==> src/rtl/rtc_bus_bridge.sv <==
// rtl/rtc_bus_bridge.sv - PicoBlaze port-mapped bridge to a multiplexed address/data RTC bus
//
// Purpose: exposes ADDR/WDATA/CMD/STATUS/RDATA ports at BASE..BASE+4 and runs one
// six-phase bus transaction (address set/strobe/hold, data set/strobe/hold) per start.
//
// Ports:
//   clk_i, rst_i                 clock, asynchronous active-high reset
//   port_id, out_port            PicoBlaze address and write data
//   write_strobe, read_strobe    PicoBlaze qualifiers (reads have no side effects)
//   in_port                      registered read data back to PicoBlaze
//   rtc_ad_o, rtc_ad_oe, rtc_ad_i multiplexed bus: driven value, enable, sampled value
//   rtc_cs_n, rtc_rd_n, rtc_wr_n active-low chip select / read / write strobes
//   rtc_a_d                      0 = address phase, 1 = data phase
module rtc_bus_bridge #(
    parameter int unsigned T_PH = 4,
    parameter logic [7:0]  BASE = 8'h10
) (
    input  logic       clk_i,
    input  logic       rst_i,
    input  logic [7:0] port_id,
    input  logic [7:0] out_port,
    input  logic       write_strobe,
    input  logic       read_strobe,
    output logic [7:0] in_port,
    output logic [7:0] rtc_ad_o,
    output logic       rtc_ad_oe,
    input  logic [7:0] rtc_ad_i,
    output logic       rtc_cs_n,
    output logic       rtc_rd_n,
    output logic       rtc_wr_n,
    output logic       rtc_a_d
);

    typedef enum logic [2:0] {
        S_IDLE, S_A_SET, S_A_STB, S_A_HOLD, S_D_SET, S_D_STB, S_D_HOLD
    } state_t;

    localparam logic [3:0] PH_LAST  = 4'(T_PH - 1);
    localparam logic [7:0] P_ADDR   = BASE;
    localparam logic [7:0] P_WDATA  = BASE + 8'd1;
    localparam logic [7:0] P_CMD    = BASE + 8'd2;
    localparam logic [7:0] P_STATUS = BASE + 8'd3;
    localparam logic [7:0] P_RDATA  = BASE + 8'd4;

    state_t     r_state;
    state_t     w_state_nxt;
    logic [3:0] r_cnt;
    logic [3:0] w_cnt_nxt;

    logic [7:0] r_addr;
    logic [7:0] r_rdata;
    logic [7:0] r_sh_addr;
    logic [7:0] r_sh_data;
    logic       r_sh_rd;
    logic       r_ovr;
    logic [7:0] r_in_port;

    logic [7:0] r_ad_o;
    logic       r_ad_oe;
    logic       r_cs_n;
    logic       r_rd_n;
    logic       r_wr_n;
    logic       r_a_d;

    logic [7:0] w_ad_o;
    logic       w_ad_oe;
    logic       w_cs_n;
    logic       w_rd_n;
    logic       w_wr_n;
    logic       w_a_d;

    logic       w_sel_addr;
    logic       w_sel_wdata;
    logic       w_sel_cmd;
    logic       w_sel_status;
    logic       w_sel_rdata;
    logic       w_busy;
    logic       w_start_req;
    logic       w_start;
    logic       w_ignored;
    logic [7:0] w_rd_mux;
    logic [7:0] w_sh_addr_nxt;
    logic [7:0] w_sh_data_nxt;
    logic       w_sh_rd_nxt;
    logic       w_unused_rd;

    // Reads are side-effect free, so the strobe is deliberately not used as a mux qualifier.
    assign w_unused_rd = read_strobe;

    assign w_sel_addr   = (port_id == P_ADDR);
    assign w_sel_wdata  = (port_id == P_WDATA);
    assign w_sel_cmd    = (port_id == P_CMD);
    assign w_sel_status = (port_id == P_STATUS);
    assign w_sel_rdata  = (port_id == P_RDATA);

    assign w_busy      = (r_state != S_IDLE);
    assign w_start_req = write_strobe & (w_sel_wdata | w_sel_cmd);
    assign w_start     = w_start_req & ~w_busy;
    assign w_ignored   = w_start_req & w_busy;

    // Shadow values as they will be after this edge; the registered bus outputs are
    // decoded from these so the bus moves in the same cycle as the state register.
    assign w_sh_addr_nxt = w_start ? r_addr : r_sh_addr;
    assign w_sh_data_nxt = (w_start && w_sel_wdata) ? out_port : r_sh_data;
    assign w_sh_rd_nxt   = w_start ? w_sel_cmd : r_sh_rd;

    always_comb begin
        w_rd_mux = 8'h00;
        if (w_sel_addr) begin
            w_rd_mux = r_addr;
        end else if (w_sel_status) begin
            w_rd_mux = {6'd0, r_ovr, w_busy};
        end else if (w_sel_rdata) begin
            w_rd_mux = r_rdata;
        end
    end

    always_ff @(posedge clk_i or posedge rst_i) begin
        if (rst_i) begin
            r_addr    <= 8'h00;
            r_rdata   <= 8'h00;
            r_sh_addr <= 8'h00;
            r_sh_data <= 8'h00;
            r_sh_rd   <= 1'b0;
            r_ovr     <= 1'b0;
            r_in_port <= 8'h00;
        end else begin
            if (write_strobe && w_sel_addr) begin
                r_addr <= out_port;
            end
            r_sh_addr <= w_sh_addr_nxt;
            r_sh_data <= w_sh_data_nxt;
            r_sh_rd   <= w_sh_rd_nxt;
            // A rejected start outranks a STATUS clear in the same cycle.
            if (w_ignored) begin
                r_ovr <= 1'b1;
            end else if (write_strobe && w_sel_status) begin
                r_ovr <= 1'b0;
            end
            if (r_state == S_D_STB && r_cnt == 4'd0 && r_sh_rd) begin
                r_rdata <= rtc_ad_i;
            end
            r_in_port <= w_rd_mux;
        end
    end

    always_ff @(posedge clk_i or posedge rst_i) begin
        if (rst_i) begin
            r_state <= S_IDLE;
            r_cnt   <= 4'd0;
        end else begin
            r_state <= w_state_nxt;
            r_cnt   <= w_cnt_nxt;
        end
    end

    always_comb begin
        w_state_nxt = r_state;
        w_cnt_nxt   = r_cnt;
        if (r_state == S_IDLE) begin
            if (w_start) begin
                w_state_nxt = S_A_SET;
                w_cnt_nxt   = PH_LAST;
            end
        end else if (r_cnt != 4'd0) begin
            w_cnt_nxt = r_cnt - 4'd1;
        end else begin
            w_cnt_nxt = PH_LAST;
            case (r_state)
                S_A_SET:  w_state_nxt = S_A_STB;
                S_A_STB:  w_state_nxt = S_A_HOLD;
                S_A_HOLD: w_state_nxt = S_D_SET;
                S_D_SET:  w_state_nxt = S_D_STB;
                S_D_STB:  w_state_nxt = S_D_HOLD;
                default: begin
                    w_state_nxt = S_IDLE;
                    w_cnt_nxt   = 4'd0;
                end
            endcase
        end
    end

    always_comb begin
        w_cs_n  = 1'b1;
        w_rd_n  = 1'b1;
        w_wr_n  = 1'b1;
        w_a_d   = 1'b0;
        w_ad_oe = 1'b0;
        w_ad_o  = 8'h00;
        case (w_state_nxt)
            S_A_SET, S_A_STB, S_A_HOLD: begin
                w_cs_n  = 1'b0;
                w_ad_oe = 1'b1;
                w_ad_o  = w_sh_addr_nxt;
                w_wr_n  = (w_state_nxt != S_A_STB);
            end
            S_D_SET, S_D_STB, S_D_HOLD: begin
                w_cs_n = 1'b0;
                w_a_d  = 1'b1;
                if (w_sh_rd_nxt) begin
                    // Bus released for the whole data phase so the RTC can drive it.
                    w_rd_n = (w_state_nxt != S_D_STB);
                end else begin
                    w_ad_oe = 1'b1;
                    w_ad_o  = w_sh_data_nxt;
                    w_wr_n  = (w_state_nxt != S_D_STB);
                end
            end
            default: begin
            end
        endcase
    end

    always_ff @(posedge clk_i or posedge rst_i) begin
        if (rst_i) begin
            r_cs_n  <= 1'b1;
            r_rd_n  <= 1'b1;
            r_wr_n  <= 1'b1;
            r_a_d   <= 1'b0;
            r_ad_oe <= 1'b0;
            r_ad_o  <= 8'h00;
        end else begin
            r_cs_n  <= w_cs_n;
            r_rd_n  <= w_rd_n;
            r_wr_n  <= w_wr_n;
            r_a_d   <= w_a_d;
            r_ad_oe <= w_ad_oe;
            r_ad_o  <= w_ad_o;
        end
    end

    assign in_port   = r_in_port;
    assign rtc_cs_n  = r_cs_n;
    assign rtc_rd_n  = r_rd_n;
    assign rtc_wr_n  = r_wr_n;
    assign rtc_a_d   = r_a_d;
    assign rtc_ad_oe = r_ad_oe;
    assign rtc_ad_o  = r_ad_o;

endmodule

==> config.mk <==
export PLATFORM = sky130hd
export DESIGN_NAME = rtc_bus_bridge
export DESIGN_NICKNAME = d
export VERILOG_FILES = /design/src/rtl/rtc_bus_bridge.sv
export SDC_FILE = /design/constraint.sdc
export NUM_CORES = 1
export LEC_CHECK = 0
export ABC_CLOCK_PERIOD_IN_PS = 4450
export CORE_MARGIN = 2
export CORE_UTILIZATION = 48
export DETAILED_ROUTE_END_ITERATION = 10
export GPL_TIMING_DRIVEN = 0
export HOLD_SLACK_MARGIN = 0.06
export PLACE_DENSITY = 0.74
export SYNTH_ARGS = -nofsm -noshare
export SYNTH_HDL_FRONTEND = slang
export SYNTH_SLANG_ARGS = --single-unit
==> constraint.sdc <==
create_clock -name clk_i -period 4.45 [get_ports clk_i]
set_input_delay 0.89 -clock clk_i [delete_from_list [all_inputs] [get_ports clk_i]]
set_output_delay 0.89 -clock clk_i [all_outputs]
set_load 0.02 [all_outputs]
Word-level counts from Yosys, hierarchy flattened:

Cells that the tools add are included.

* register bits after elaboration: 62
* input port bits: 28
* output and inout bits: 21
* word-level logic and storage cells: 80

* $add $sub $neg: 1
* equal/unequal tests: 19
* muxes and demuxes: 26
* bitwise operators: 5
* reduce and logical (&&, ||, !) cells: 14

Operator list (number)
* 8-bit 2-to-1 mux: 6
* 8-bit by 5-bit equality test with 1-bit output (second input constant): 5
* 8-bit one-hot mux with 2 select lines: 1
* 3-bit equality test (second input constant): 5
* 3-bit one-hot mux with 5 select lines: 1
* 3-bit by 2-bit equality test with 1-bit output (second input constant): 4
* 4-bit 2-to-1 mux: 3
* 1-bit 2-to-1 mux: 9
* 3-bit 2-to-1 mux: 3
* 3-bit by 1-bit equality test with 1-bit output (second input constant): 2
* 3-bit OR reduction: 2
* 6-bit OR reduction: 1
* 1-bit logical AND: 5
* 5-bit OR reduction: 1
* 4-bit zero test: 1
* 1-bit one-hot mux with 2 select lines: 2
* 4-bit nonzero test: 1
* 4-bit by 1-bit subtractor with 4-bit output (second input constant): 1
* 1-bit AND: 3
* 3-bit zero test: 1
* 3-bit by 2-bit inequality test with 1-bit output (second input constant): 1
* 3-bit inequality test (second input constant): 1
* 3-bit nonzero test: 1
* 2-bit 2-to-1 mux: 1
* 4 further kinds: 4

Depth between registers and ports, before layout:

* depth in word-level cells: 9
* gate-level depth with buffers: 8
* mapped depth without buffers: 6

Worst setup path after synthesis:

No wires, ideal clock.

* path kind: input port to flip-flop
* from: input port_id[6]
* to: register r_ad_o[7], in the netlist rtc_ad_o[7]
* library setup time: 0.101 ns
* arrival: 2.119 ns
* required time: 4.349 ns
* slack: 2.230 ns
* cell stages on the path: 4
* path buffers: 0
* path through: nor4b_4 nand4_2 mux2i_1 o32ai_1

* word-level cells in the longest chain between the ends: 9
* elaborated cells on any way between the ends: 21
* classes of those cells: eq/ne (8); mux (7); bitwise (3); reduce/logical (3)

RTL lines
* from (decl): line 20 `input logic [7:0] port_id,`
* 8-bit by 5-bit equality test with 1-bit output, on equally long branches: line 91, 92
* 1-bit bitwise OR: line 97 `assign w_start_req = write_strobe & (w_sel_wdata | w_sel_cmd);`
* 1-bit AND: line 97
* 1-bit AND: line 98 `assign w_start = w_start_req & ~w_busy;`
* 3-bit 2-to-1 mux: line 161 `if (w_start) begin`
* 3-bit 2-to-1 mux: line 160 `if (r_state == S_IDLE) begin`
* 3-bit equality test, or another cell as far along: line 190 `case (w_state_nxt)`
* 3-bit OR reduction: line 190
* 8-bit one-hot mux with 2 select lines *: line 190
* named net w_ad_o[7]: line 65 `logic [7:0] w_ad_o;`
* to (signal assigned): line 228 `r_ad_o <= w_ad_o;`
* to (decl): line 58 `logic [7:0] r_ad_o;`

Mark *: on every way through the listed nets, which the timed path passes. The rest lies on a longest branch.
A chain may end at the register's enable or synchronous reset.

Final worst setup path:

Ends and elaborated chain as after synthesis.

==> impl_metrics.py <==
metrics = {
    "die": {
        "fp-row-count": 27,
        "initial_core_util_pct": 49.9,
        "ios": 49,
        "dieWidth_um": 79.7,
        "core_area_um2": 5510,
        "dieArea_um2": 6350,
        "die_y_um": 79.7,
    },
    "worst_setup_path": {
        "cp-start-kind": "input port",
        "worstPathRequired_ns": 4.66,
        "crit_type": "input port to flop",
        "worst_setup_path_end_kind": "flop",
        "critPathBufInv": 1,
        "worstRegToRegCells": 6,
        "cp_max_fo": 8,
        "slowest_delay_ns": 0.54,
        "r2r_start": "r_cnt[0]$_DFFE_PP0P_",
        "slowest_stage": "nor4b_4",
        "reg2reg_slack_ns": 2.15,
        "crit_arrival_ns": 2.96,
        "critical_path.cell_chain": "clkdlybuf4s50_1, nor4b_4, nand4_2, mux2i_1, o32ai_1",
        "path_delay_family": "simple AND/OR/NAND/NOR gates",
        "cp-startpoint": "port_id[6]",
        "reg2reg_to": "r_rdata[4]$_DFFE_PP0P_",
    },
    "yosys": {
        "syn-instance-count": 223,
        "async_reset_ff_share_pct": 100,
        "synth.cell_area_um2": 2750,
        "syn_area_per_cell_um2": 12.3,
        "yosys.cell_types.count": 48,
        "synth_nets": 253,
        "synth_flop_cell": "dfrtp_1",
        "synth_edf_count": 0,
        "synth_warnings": 0,
        "ys_seq_area_share_pct": 56.6,
        "yosys_register_bits": 62,
    },
    "placed_design": {
        "globalplace.congestion": 0.875,
        "hpwl_um": 3820,
        "io_buffers": 45,
        "post-place-ws_ns": 1.35,
    },
    "drt": {
        "wl_um": 5310,
        "dr.first_iter.drc_count": 97,
        "route.detailed.drc": 0,
        "num_vias": 1890,
        "post_drt_wl_per_cell_um": 14.9,
        "via_per_inst": 5.29,
        "final_antenna_net_count": 0,
        "dr.pass1.iters": 4,
    },
    "final_layout": {
        "layout_common_cells": "59 x dfrtp_1, 45 x clkdlybuf4s50_1, 23 x mux2i_1",
        "finalNetCount": 310,
        "final_common_cell": "dfrtp_1",
        "area_delta_synth_final_pct": 26.5,
        "fill_cells": 464,
        "drive_above_1_share_pct": 19.3,
        "antenna_cells": 0,
    },
    "worst_hold_path": {
        "hold_end": "r_sh_data[7]$_DFF_PP0_",
        "min_from": "r_sh_data[7]$_DFF_PP0_",
        "holdCritPathClass": "flop to flop",
        "whs_path_depth": 2,
    },
    "sta": {
        "rsz0062_at_grt": "false",
        "clock_skew_ns": 0.00727,
        "setup_viol": 0,
        "min_period_over_period_pct": 61.7,
        "fin_ws_ns": 1.71,
        "finalMaxSlewViolations": 0,
        "worst_pin_slew_ns": 0.641,
        "period_minus_slack_ns": 2.74,
        "fmax_mhz": 364,
        "relSlewSlack_pct": 57.2,
        "finalSetupTns_ns": 0,
        "hold_violations": 0,
    },
    "power_and_ir_drop": {
        "power.leakage_nw": 1.81,
        "power-per-cell-area_nw_per_um2": 439,
        "irDropWorstVdd_uv": 238,
    },
    "cts": {
        "clock_path_buffers": 2,
        "cts_resized": 0,
        "clkSlewWorstSetupHoldPaths_ns": 0.07,
        "cts_inserted_buffers": 9,
        "clock_latency_ns": 0.33,
        "clockRootBuffer": "clkbuf_8",
        "cts_sinks": 62,
        "h-tree-depth": 3,
        "post_cts_buffers": 0,
        "cts_tree": "built",
        "cts.hold.buffers_added": 0,
    },
    "run": {
        "cap_violations": 0,
    },
    "global_route": {
        "grt_pass1_wl_um": 8890,
        "globalRouteOverflowTotal": 0,
        "grt_max_degree": 34,
        "first_global_vias": 1889,
        "antenna_found_initial": 0,
        "gr-usage-all-layers_pct": 18.7,
    },
    "run_status": {
        "outcome": "finished clean",
    },
}
[per-stage QoR]
stage | instance area [µm²] | hold WS (ns) | instances | util [%] | power, mW
floorplan | 2750 | 0.450 | 223 | - | 0.984
global placement | 3290 | 0.463 | 340 | 59.7 | 1.11
detailed placement | 3310 | 0.471 | 341 | 60.1 | 1.12
CTS | 3480 | 0.487 | 357 | 63.1 | 1.54
global route | 3480 | 0.502 | 357 | 63.1 | 1.62
finish | 3480 | 0.484 | 357 | 63.1 | 1.53
[flip-flops by register name (all words and copies together) (netlist names), 3 cells and up]
signal and cells:
r_state 3, r_sh_data 8, r_addr 8, rtc_ad_o 8
in_port 8, r_rdata 8, r_cnt 4, r_sh_addr 8
[worst max path at each step]
stage | to | slack [ns] | cells past startpoint
2_1_floorplan | in_port[0]$_DFF_PP0_ | 2.02 | 1
3_3_place_gp | r_sh_data[2]$_DFF_PP0_ | 0.95 | 2
3_5_place_dp | rtc_ad_o[7]$_DFF_PP0_ | 1.35 | 5
4_1_cts | rtc_ad_o[7]$_DFF_PP0_ | 1.69 | 5
5_1_grt | rtc_ad_o[7]$_DFF_PP0_ | 1.53 | 5
6_report | rtc_ad_o[7]$_DFF_PP0_ | 1.71 | 5
[tightest hold or removal path, stage by stage (launching register included)]
cell and delay, ns:
dfrtp_1 0.33, mux2i_1 0.08, inv_1 0.05
[cells in the mapped netlist, types with 3 or more instances]
library cell   n  area (µm²)
dfstp_2        3        78.8
mux2i_1       23         230
o21ai_0        9        45.0
o32ai_1        8        70.1
nand2_1        6        22.5
nor3_1         3        15.0
dfrtp_1       59        1480
a21oi_1        3        15.0
nor2_1        19        71.3
mux2_2        17         191
inv_1         21        78.8
nand3_1        4        20.0
[kinds of logic (layout without fill, tap and decap cells)]
family	Yosys count	after routing	share of synthesized area [%]
xor+xnor	2	2	0.637
flops	62	62	56.6
mux	40	40	15.3
compound gates	33	33	8.65
buf+inv	31	93	5.64
simple gates	53	53	12.2
fa+ha+maj	2	2	0.910
[final cells by class]
cell class | count | area [µm²] | share of cell area (%)
flip-flops and latches | 62 | 1560 | 44.7
multi-input cells | 130 | 1040 | 29.9
repair buffers | 46 | 470 | 13.5
clock buffers | 12 | 145 | 4.17
well taps | 72 | 90.1 | 2.59
inverters | 21 | 78.8 | 2.27
plain buffers | 10 | 76.3 | 2.20
clock inverters | 4 | 22.5 | 0.648
[report_power, final]
part / internal, mW / switching [mW]
Sequential: 0.624 / 0.0311
Clock: 0.215 / 0.204
Combinational: 0.201 / 0.253
[metal layers]
| metal | global-route usage [%] | wire length (µm) |
|---|---|---|
| met5 | 0 | 0 |
| met4 | 8.79 | 115 |
| met3 | 3.28 | 181 |
| met1 | 23.2 | 2300 |
| met2 | 31.6 | 2710 |
(Power assumes the default switching activity.)
